$ cat config.mk
export PLATFORM = sky130hd
export DESIGN_NAME = bmem_arbiter
export DESIGN_NICKNAME = d
export VERILOG_FILES = /design/src/rtl/bmem_arbiter.sv
export SDC_FILE = /design/constraint.sdc
export NUM_CORES = 2
export LEC_CHECK = 0
export CAP_MARGIN = 15
export CORE_AREA = 2 2 389 391
export DETAILED_ROUTE_END_ITERATION = 7
export DIE_AREA = 0 0 391 393
export GPL_TIMING_DRIVEN = 0
export SETUP_SLACK_MARGIN = 0.4
export SYNTH_ARGS = -nofsm -noshare
export SYNTH_HDL_FRONTEND = slang
export SYNTH_SLANG_ARGS = --single-unit
$ cat constraint.sdc
create_clock -name clk -period 52.3 [get_ports clk]
set_input_delay 7.845 -clock clk [delete_from_list [all_inputs] [get_ports clk]]
set_output_delay 7.845 -clock clk [all_outputs]
set_load 0.02 [all_outputs]
$ cat src/rtl/bmem_arbiter.sv
// bmem_arbiter: shares the 64-bit burst memory port between the icache and
// dcache. One line request at a time. A read is a 4-beat burst that is
// assembled into a 256-bit line. A write is a 4-beat burst taken from a
// latched line. Completion is a one-cycle resp pulse to the granted requester.
module bmem_arbiter (
  input  logic         clk,
  input  logic         rst,

  input  logic [31:0]  icache_addr,
  input  logic         icache_read,
  output logic [255:0] icache_rdata,
  output logic         icache_resp,

  input  logic [31:0]  dcache_addr,
  input  logic         dcache_read,
  input  logic         dcache_write,
  input  logic [255:0] dcache_wdata,
  output logic [255:0] dcache_rdata,
  output logic         dcache_resp,

  output logic [31:0]  bmem_addr,
  output logic         bmem_read,
  output logic         bmem_write,
  output logic [63:0]  bmem_wdata,
  input  logic         bmem_ready,
  input  logic [63:0]  bmem_rdata,
  input  logic         bmem_rvalid
);

  localparam int unsigned BEAT_W   = 64;
  localparam int unsigned LINE_W   = 256;
  localparam int unsigned CNT_W    = 2;
  localparam int unsigned OFFSET_W = 5;

  typedef enum logic [2:0] {
    IDLE,
    RD_ISSUE,
    RD_WAIT,
    WR_BURST,
    RESP
  } state_t;

  state_t              state, state_nx;
  logic [CNT_W-1:0]    cnt, cnt_nx;
  logic                last_dc, last_dc_nx;   // 1: last grant went to dcache
  logic                id_dc, id_dc_nx;       // 1: current transfer belongs to dcache
  logic                op_wr, op_wr_nx;       // 1: current transfer is a write
  logic [LINE_W-1:0]   wline, wline_nx;
  logic [LINE_W-1:0]   line, line_nx;
  logic [31:0]         addr_nx;

  logic                i_pend;
  logic                d_pend;
  logic                grant_dc;

  // Offset bits select a byte within the line and play no part in the burst.
  logic                unused_offset_bits;
  assign unused_offset_bits = ^{icache_addr[OFFSET_W-1:0], dcache_addr[OFFSET_W-1:0]};

  // Pending requests and the round-robin tie-break toward the other requester.
  assign i_pend   = icache_read;
  assign d_pend   = dcache_read | dcache_write;
  assign grant_dc = d_pend & (~i_pend | ~last_dc);

  // Next-state, beat counter, latched request and line assembly.
  always_comb begin
    state_nx   = state;
    cnt_nx     = cnt;
    last_dc_nx = last_dc;
    id_dc_nx   = id_dc;
    op_wr_nx   = op_wr;
    wline_nx   = wline;
    line_nx    = line;
    addr_nx    = bmem_addr;

    case (state)
      IDLE: begin
        if (i_pend | d_pend) begin
          cnt_nx     = '0;
          id_dc_nx   = grant_dc;
          last_dc_nx = grant_dc;
          op_wr_nx   = grant_dc & dcache_write;
          addr_nx    = grant_dc ? {dcache_addr[31:OFFSET_W], OFFSET_W'(0)}
                                : {icache_addr[31:OFFSET_W], OFFSET_W'(0)};
          if (grant_dc & dcache_write) begin
            wline_nx = dcache_wdata;
            state_nx = WR_BURST;
          end else begin
            state_nx = RD_ISSUE;
          end
        end
      end

      RD_ISSUE: begin
        if (bmem_ready) begin
          state_nx = RD_WAIT;
        end
      end

      RD_WAIT: begin
        // Gap cycles (rvalid low) hold both the count and the partial line.
        if (bmem_rvalid) begin
          line_nx[{cnt, 6'b0} +: BEAT_W] = bmem_rdata;
          cnt_nx = cnt + CNT_W'(1);
          if (cnt == CNT_W'(3)) begin
            state_nx = RESP;
          end
        end
      end

      WR_BURST: begin
        if (bmem_ready) begin
          cnt_nx = cnt + CNT_W'(1);
          if (cnt == CNT_W'(3)) begin
            state_nx = RESP;
          end
        end
      end

      RESP: begin
        state_nx = IDLE;
      end

      default: begin
        state_nx = IDLE;
      end
    endcase
  end

  // State, counter and request bookkeeping registers.
  always_ff @(posedge clk or posedge rst) begin
    if (rst) begin
      state   <= IDLE;
      cnt     <= '0;
      last_dc <= 1'b0;
      id_dc   <= 1'b0;
      op_wr   <= 1'b0;
      wline   <= '0;
      line    <= '0;
    end else begin
      state   <= state_nx;
      cnt     <= cnt_nx;
      last_dc <= last_dc_nx;
      id_dc   <= id_dc_nx;
      op_wr   <= op_wr_nx;
      wline   <= wline_nx;
      line    <= line_nx;
    end
  end

  // Memory-side outputs, registered from the next state so commands line up with it.
  always_ff @(posedge clk or posedge rst) begin
    if (rst) begin
      bmem_addr  <= '0;
      bmem_read  <= 1'b0;
      bmem_write <= 1'b0;
      bmem_wdata <= '0;
    end else begin
      bmem_addr  <= addr_nx;
      bmem_read  <= (state_nx == RD_ISSUE);
      bmem_write <= (state_nx == WR_BURST);
      bmem_wdata <= (state_nx == WR_BURST) ? wline_nx[{cnt_nx, 6'b0} +: BEAT_W]
                                           : BEAT_W'(0);
    end
  end

  // Requester-side responses; rdata updates only on a read completion and holds otherwise.
  always_ff @(posedge clk or posedge rst) begin
    if (rst) begin
      icache_resp  <= 1'b0;
      dcache_resp  <= 1'b0;
      icache_rdata <= '0;
      dcache_rdata <= '0;
    end else begin
      icache_resp <= (state_nx == RESP) & ~id_dc;
      dcache_resp <= (state_nx == RESP) &  id_dc;
      if ((state_nx == RESP) && !id_dc && !op_wr) begin
        icache_rdata <= line_nx;
      end
      if ((state_nx == RESP) && id_dc && !op_wr) begin
        dcache_rdata <= line_nx;
      end
    end
  end

endmodule

-- After elaboration in Yosys (flattened, before gate mapping)
Cells that the tools add are included.
- input bits: 391
- logic and storage cells: 62
- register bits after elaboration: 1131
- output and inout port bits: 612
- add/subtract/negate cells: 2
- shift operators: 3
- eq/ne operators: 7
- muxes and demuxes: 19
- reductions and logical operators: 8
- bitwise logic cells: 9
- operators with widths (operator ; count):
    $mux W256 ; 5
    $bwmux W256 ; 1
    $shift A64 B10 Y256 const A ; 1
    $shiftx A256 B9 Y64 ; 1
    $shiftx A64 B10 Y256 ; 1
    $mux W64 ; 1
    $mux W32 ; 1
    $mux W3 ; 5
    $pmux W3 S4 ; 1
    $neg A8 Y10 ; 1
    $eq A3 B2 Y1 const B ; 3
    $mux W2 ; 4
    $eq A3 B1 Y1 const B ; 2
    $pmux W2 S3 ; 1
    $and A1 B1 Y1 ; 4
    $logic_and A1 B1 Y1 ; 4
    $eq A3 B3 Y1 const B ; 1
    $logic_not A3 Y1 ; 1
    $or A1 B1 Y1 ; 3
    $add A2 B1 Y2 const B ; 1
    $eq A2 B2 Y1 const B ; 1
    $logic_not A1 Y1 ; 2
    $not A1 Y1 ; 2
    $reduce_and A2 Y1 ; 1

-- Logic depth before layout (Yosys ltp)
- depth in word-level cells: 10
- depth in mapped cells: 10
- depth with buffers taken out: 8

-- Least setup slack after synthesis
Ideal clock, no wire load.
- path type: input to register
- from: input icache_read
- to: register bmem_wdata[15]
- path buffers: 3
- stages: 8
- data required time: 52.178 ns
- data arrival time: 9.359 ns
- library setup time: 0.122 ns
- slack: 42.819 ns
- cells stage by stage: nand2_1 > and3_1 > buf_2 > buf_6 > buf_2 > mux2_2 > mux2_1 > a32o_1
- longest elaborated chain between the ends: 9
- elaborated cells between the ends (all ways): 16
- those cells by class: eq/ne (1); shift (1); mux (9); bitwise (5)
- ends and longest elaborated chain (what ; RTL line ; text):
    start, declared ; 10 ; input logic icache_read,
    $not A1 Y1 ; 63 ; assign grant_dc = d_pend & (~i_pend | ~last_dc);
    $or A1 B1 Y1 ; 63 ;
    $and A1 B1 Y1 ; 63 ;
    $and A1 B1 Y1 ; 85 ; if (grant_dc & dcache_write) begin
    $mux W256 ; 85 ;
    $mux W256 (*) ; 78 ; if (i_pend | d_pend) begin
    $mux W256 (*) ; 76 ; case (state)
    via wline_nx[79] ; 48 ; logic [LINE_W-1:0] wline, wline_nx;
    $shiftx A256 B9 Y64 (*) ; 162 ; bmem_wdata <= (state_nx == WR_BURST) ? wline_nx[{cnt_nx, 6'b0} +: BEAT_W]
    $mux W64 (*) ; 162 ;
    end signal, assigned ; 162 ;
    end, declared ; 24 ; output logic [63:0] bmem_wdata,
Mark *: on every way through the listed nets, which the timed path passes. The rest lies on a longest branch.
A chain may end at the register's enable or synchronous reset.

-- Worst setup path after layout
- from: input bmem_ready
- to: register icache_rdata[66]
- longest elaborated chain between the ends: 5
- elaborated cells between the ends (all ways): 6
- those cells by class: eq/ne (1); mux (3); reduce/logical (2)
- ends and longest elaborated chain (what ; RTL line ; text):
    start, declared ; 25 ; input logic bmem_ready,
    $mux W3 (on tied branches) ; 112, 95 ;
    $pmux W3 S4 (*) ; 76 ;
    $eq A3 B3 Y1 (*) ; 177 ; if ((state_nx == RESP) && !id_dc && !op_wr) begin
    $logic_and A1 B1 Y1 (*) (2 in a row) ; 177 ;
    end signal, assigned ; 178 ; icache_rdata <= line_nx;
    end, declared ; 11 ; output logic [255:0] icache_rdata,
Mark *: on every way between the ends. The rest lies on a longest branch, timed or not.

==> results.py <==
metrics = {
    "status": {
        "status": "finished clean",
    },
    "clock_tree": {
        "cts_setup_buffers": 0,
        "ctsRootBufferMaster": "clkbuf_16",
        "clk_pin_slew_ns": 0.06,
        "cts_resized": 0,
        "cts-buffers-inserted": 120,
        "insertion_delay_ns": 0.75,
        "clock_sinks": 1126,
        "clockBufferDepth": 3,
        "cts.htree.levels": 3,
        "holdBufCountCts": 0,
        "cts_tree": "done",
    },
    "cells_and_area": {
        "area_growth_pct": 38.6,
        "final_util_pct": 41.0,
        "multiInputGateArea_um2": 14900,
        "seqCellArea_um2": 28200,
        "drive_above_1_share_pct": 24.6,
        "finalNonFillerCells": 6483,
        "nFillCells": 14200,
        "nNetsFinal": 4803,
    },
    "detailed_routing": {
        "via_per_inst": 4.80,
        "ant_nets": 0,
        "first_iter_violations": 1835,
        "avgRoutedWirePerCell_um": 27.7,
        "met1Wirelength_mm": 72.0,
        "drt_pass1_iterations": 6,
        "met3_length_mm": 13.7,
        "wl_met2_mm": 84.8,
        "drc": 0,
        "routed_wl_mm": 180,
        "top_layer": "met5",
        "vias": 31100,
    },
    "setup_path": {
        "worstPathArrival_ns": 11.30,
        "path_max_fanout": 10,
        "end_kind": "flip-flop",
        "startpoint_type": "input pin",
        "crit_type": "input pin to flip-flop",
        "cp.required_ns": 52.86,
    },
    "pwr": {
        "finalPower_w": 0.00349,
        "p_clk_share_pct": 25.7,
        "seqPwrFrac_pct": 36.6,
        "p_sw_share_pct": 35.6,
        "ir_worst_vdd_mv": 0.0309,
        "leakage_nw": 27.2,
        "cellInternalPower_w": 0.00225,
        "power_density_nw_per_um2": 57.1,
        "pwr-share-comb_pct": 37.7,
        "switching_power_w": 0.00125,
    },
    "die": {
        "placement_rows": 142,
        "coreArea_um2": 149000,
        "die_area_um2": 154000,
        "initial_core_util_pct": 29.6,
        "die_h_um": 393,
        "num_io_pins": 1003,
        "die_w_um": 391,
    },
    "run": {
        "maxCapViolCount": 0,
    },
    "sta": {
        "slew_headroom_pct": 23.2,
        "max_freq_ghz": 0.0931,
        "hold_viol": 0,
        "skew_ns": 0.0776,
        "slew_viol_final": 0,
        "setup_tns_ns": 0,
        "tightest_slew_ns": 1.14,
        "setup_violations": 0,
        "rsz0062_at_grt": "no",
        "finalCritPeriodShare_pct": 20.5,
        "layout_min_cycle_time_ns": 10.74,
        "setup_ws_ns": 41.56,
    },
    "synthesis": {
        "yosys_warnings": 0,
        "synth_ff_type": "dfrtp_1",
        "synth_most_common_cell": "dfrtp_1",
        "synthTopCellsByArea": "dfrtp_1 (64%), mux2_2 (20%), nand2_1 (4.7%), o21ai_0 (3.3%), a32o_1 (1.5%)",
        "synth_edf_count": 0,
        "synth_area_um2": 44100,
        "syn_avg_cell_area_um2": 13.5,
        "syn_inst": 3277,
        "ys_top_cells_by_count": "dfrtp_1 (1126), mux2_2 (791), nand2_1 (551), o21ai_0 (287), clkbuf_1 (110)",
        "ys_seq_area_share_pct": 63.9,
        "async_reset_ff_share_pct": 100,
        "synth_top_area_cell": "dfrtp_1",
        "synth_seq_cells": 1126,
        "yosysTopAreaCellShare_pct": 63.9,
        "synth.distinct_cells": 38,
    },
    "grt": {
        "grt_pass1_wl_mm": 249,
        "grt_start_max_net_pins": 127,
        "gr-total-overflow": 0,
        "grt_antenna_before_repair": 51,
        "grt_pass1_vias": 32100,
        "track_usage_pct": 22.9,
    },
    "place": {
        "hpwl_mm": 139,
        "place_ws_ns": 40.50,
        "globalplace.congestion": 0.920,
        "portBuffers": 987,
        "dp.cells": 6227,
    },
    "worst_hold_path": {
        "hp-class": "flip-flop to flip-flop",
    },
}
## final cells by class
class	count	share of cell area [%]
well taps	1944	3.98
multi-input cells	1931	24.4
flip-flops and latches	1126	46.1
inverters	8	0.0614
clock buffers	185	5.93
repair buffers	1003	16.8
diodes	32	0.131
clock inverters	38	0.933
plain buffers	216	1.67
## logic make-up (layout without fill, tap and decap cells)
kind of cell	count (synthesis)	after routing	share of synthesized area, %
AO/OA/AOI/OAI	360	360	4.87
adder cells (fa/ha/maj)	6	6	0.170
buffers and inverters	224	1450	2.36
flip-flops	1126	1126	63.9
multiplexers	861	861	21.9
other	1	37	0.00850
AND/OR/NAND/NOR	699	699	6.82
## registers in the layout, summed over array words and instances (netlist names)
| name | cells |
|---|---|
| id_dc | 1 |
| state | 3 |
| bmem_addr | 27 |
| bmem_read | 1 |
| icache_rdata | 256 |
| op_wr | 1 |
| cnt | 2 |
| wline | 256 |
| icache_resp | 1 |
| bmem_wdata | 64 |
| line | 256 |
| bmem_write | 1 |
| dcache_rdata | 256 |
| dcache_resp | 1 |
## metrics by stage
step | hold WS, ns | instance area, um2
floorplan | 0.447 | 44100
global placement | 0.461 | 56400
detailed placement | 0.472 | 56900
CTS | 0.483 | 61000
global route | 0.503 | 61100
finish | 0.480 | 61100
## final timing paths
kind / startpoint / to / slack (ns) / cells past startpoint
setup / recovery: bmem_ready / icache_rdata[66] / 41.56 / 8
hold / removal: bmem_addr[6] / bmem_addr[6] / 0.48 / 2
setup reg to reg: cnt[0] / icache_rdata[61] / 48.29 / 8
hold reg to reg: bmem_addr[6] / bmem_addr[6] / 0.48 / 2
max in group asynchronous: rst / line[90] / 42.36 / 6
min in group asynchronous: rst / wline[58] / 7.55 / 2
## routing by layer
layer / up-vias / global-route usage (%)
li1: 13600 / -
met4: 14 / 11.2
met2: 1189 / 37.4
met1: 16000 / 27.9
met5: - / 0
met3: 312 / 6.27
## cells in the final DEF, fill, tap and decap left out, types with 9 or more instances in the layout
| cell | netlist | final |
|---|---|---|
| a32o_1 | 64 | 64 |
| buf_1 | 12 | 11 |
| buf_16 | 0 | 13 |
| buf_2 | 74 | 75 |
| buf_4 | 11 | 12 |
| buf_6 | 9 | 9 |
| bufinv_16 | 0 | 9 |
| clkbuf_1 | 110 | 133 |
| clkbuf_16 | 0 | 121 |
| clkbuf_8 | 0 | 36 |
| clkdlybuf4s50_1 | 0 | 987 |
| clkinv_2 | 0 | 18 |
| dfrtp_1 | 1126 | 1126 |
| diode_2 | 0 | 32 |
| mux2_1 | 41 | 41 |
| mux2_2 | 791 | 791 |
| mux2i_1 | 28 | 28 |
| nand2_1 | 551 | 551 |
| nand2b_1 | 67 | 67 |
| o21ai_0 | 287 | 286 |
| or2_0 | 25 | 25 |
| or2_1 | 37 | 37 |
## worst max-delay path: stages
cell and delay (ns):
clkdlybuf4s50_1 0.56, mux2i_2 0.12, nor3_2 0.21, nand2_1 0.14, nor3_2 0.58, clkbuf_1 0.90
buf_2 0.53, mux2_2 0.39
## power groups by stage
stage	Combinational (W)	Clock [W]	Sequential (W)
6_report	0.00132	0.000898	0.00128
5_1_grt	0.00141	0.000955	0.00131
4_1_cts	0.00133	0.000918	0.00128
3_5_place_dp	0.00132	0	0.00129
3_3_place_gp	0.00130	0	0.00130
2_1_floorplan	0.000611	0	0.00140
Note: power is estimated with default switching activity, not from simulation.
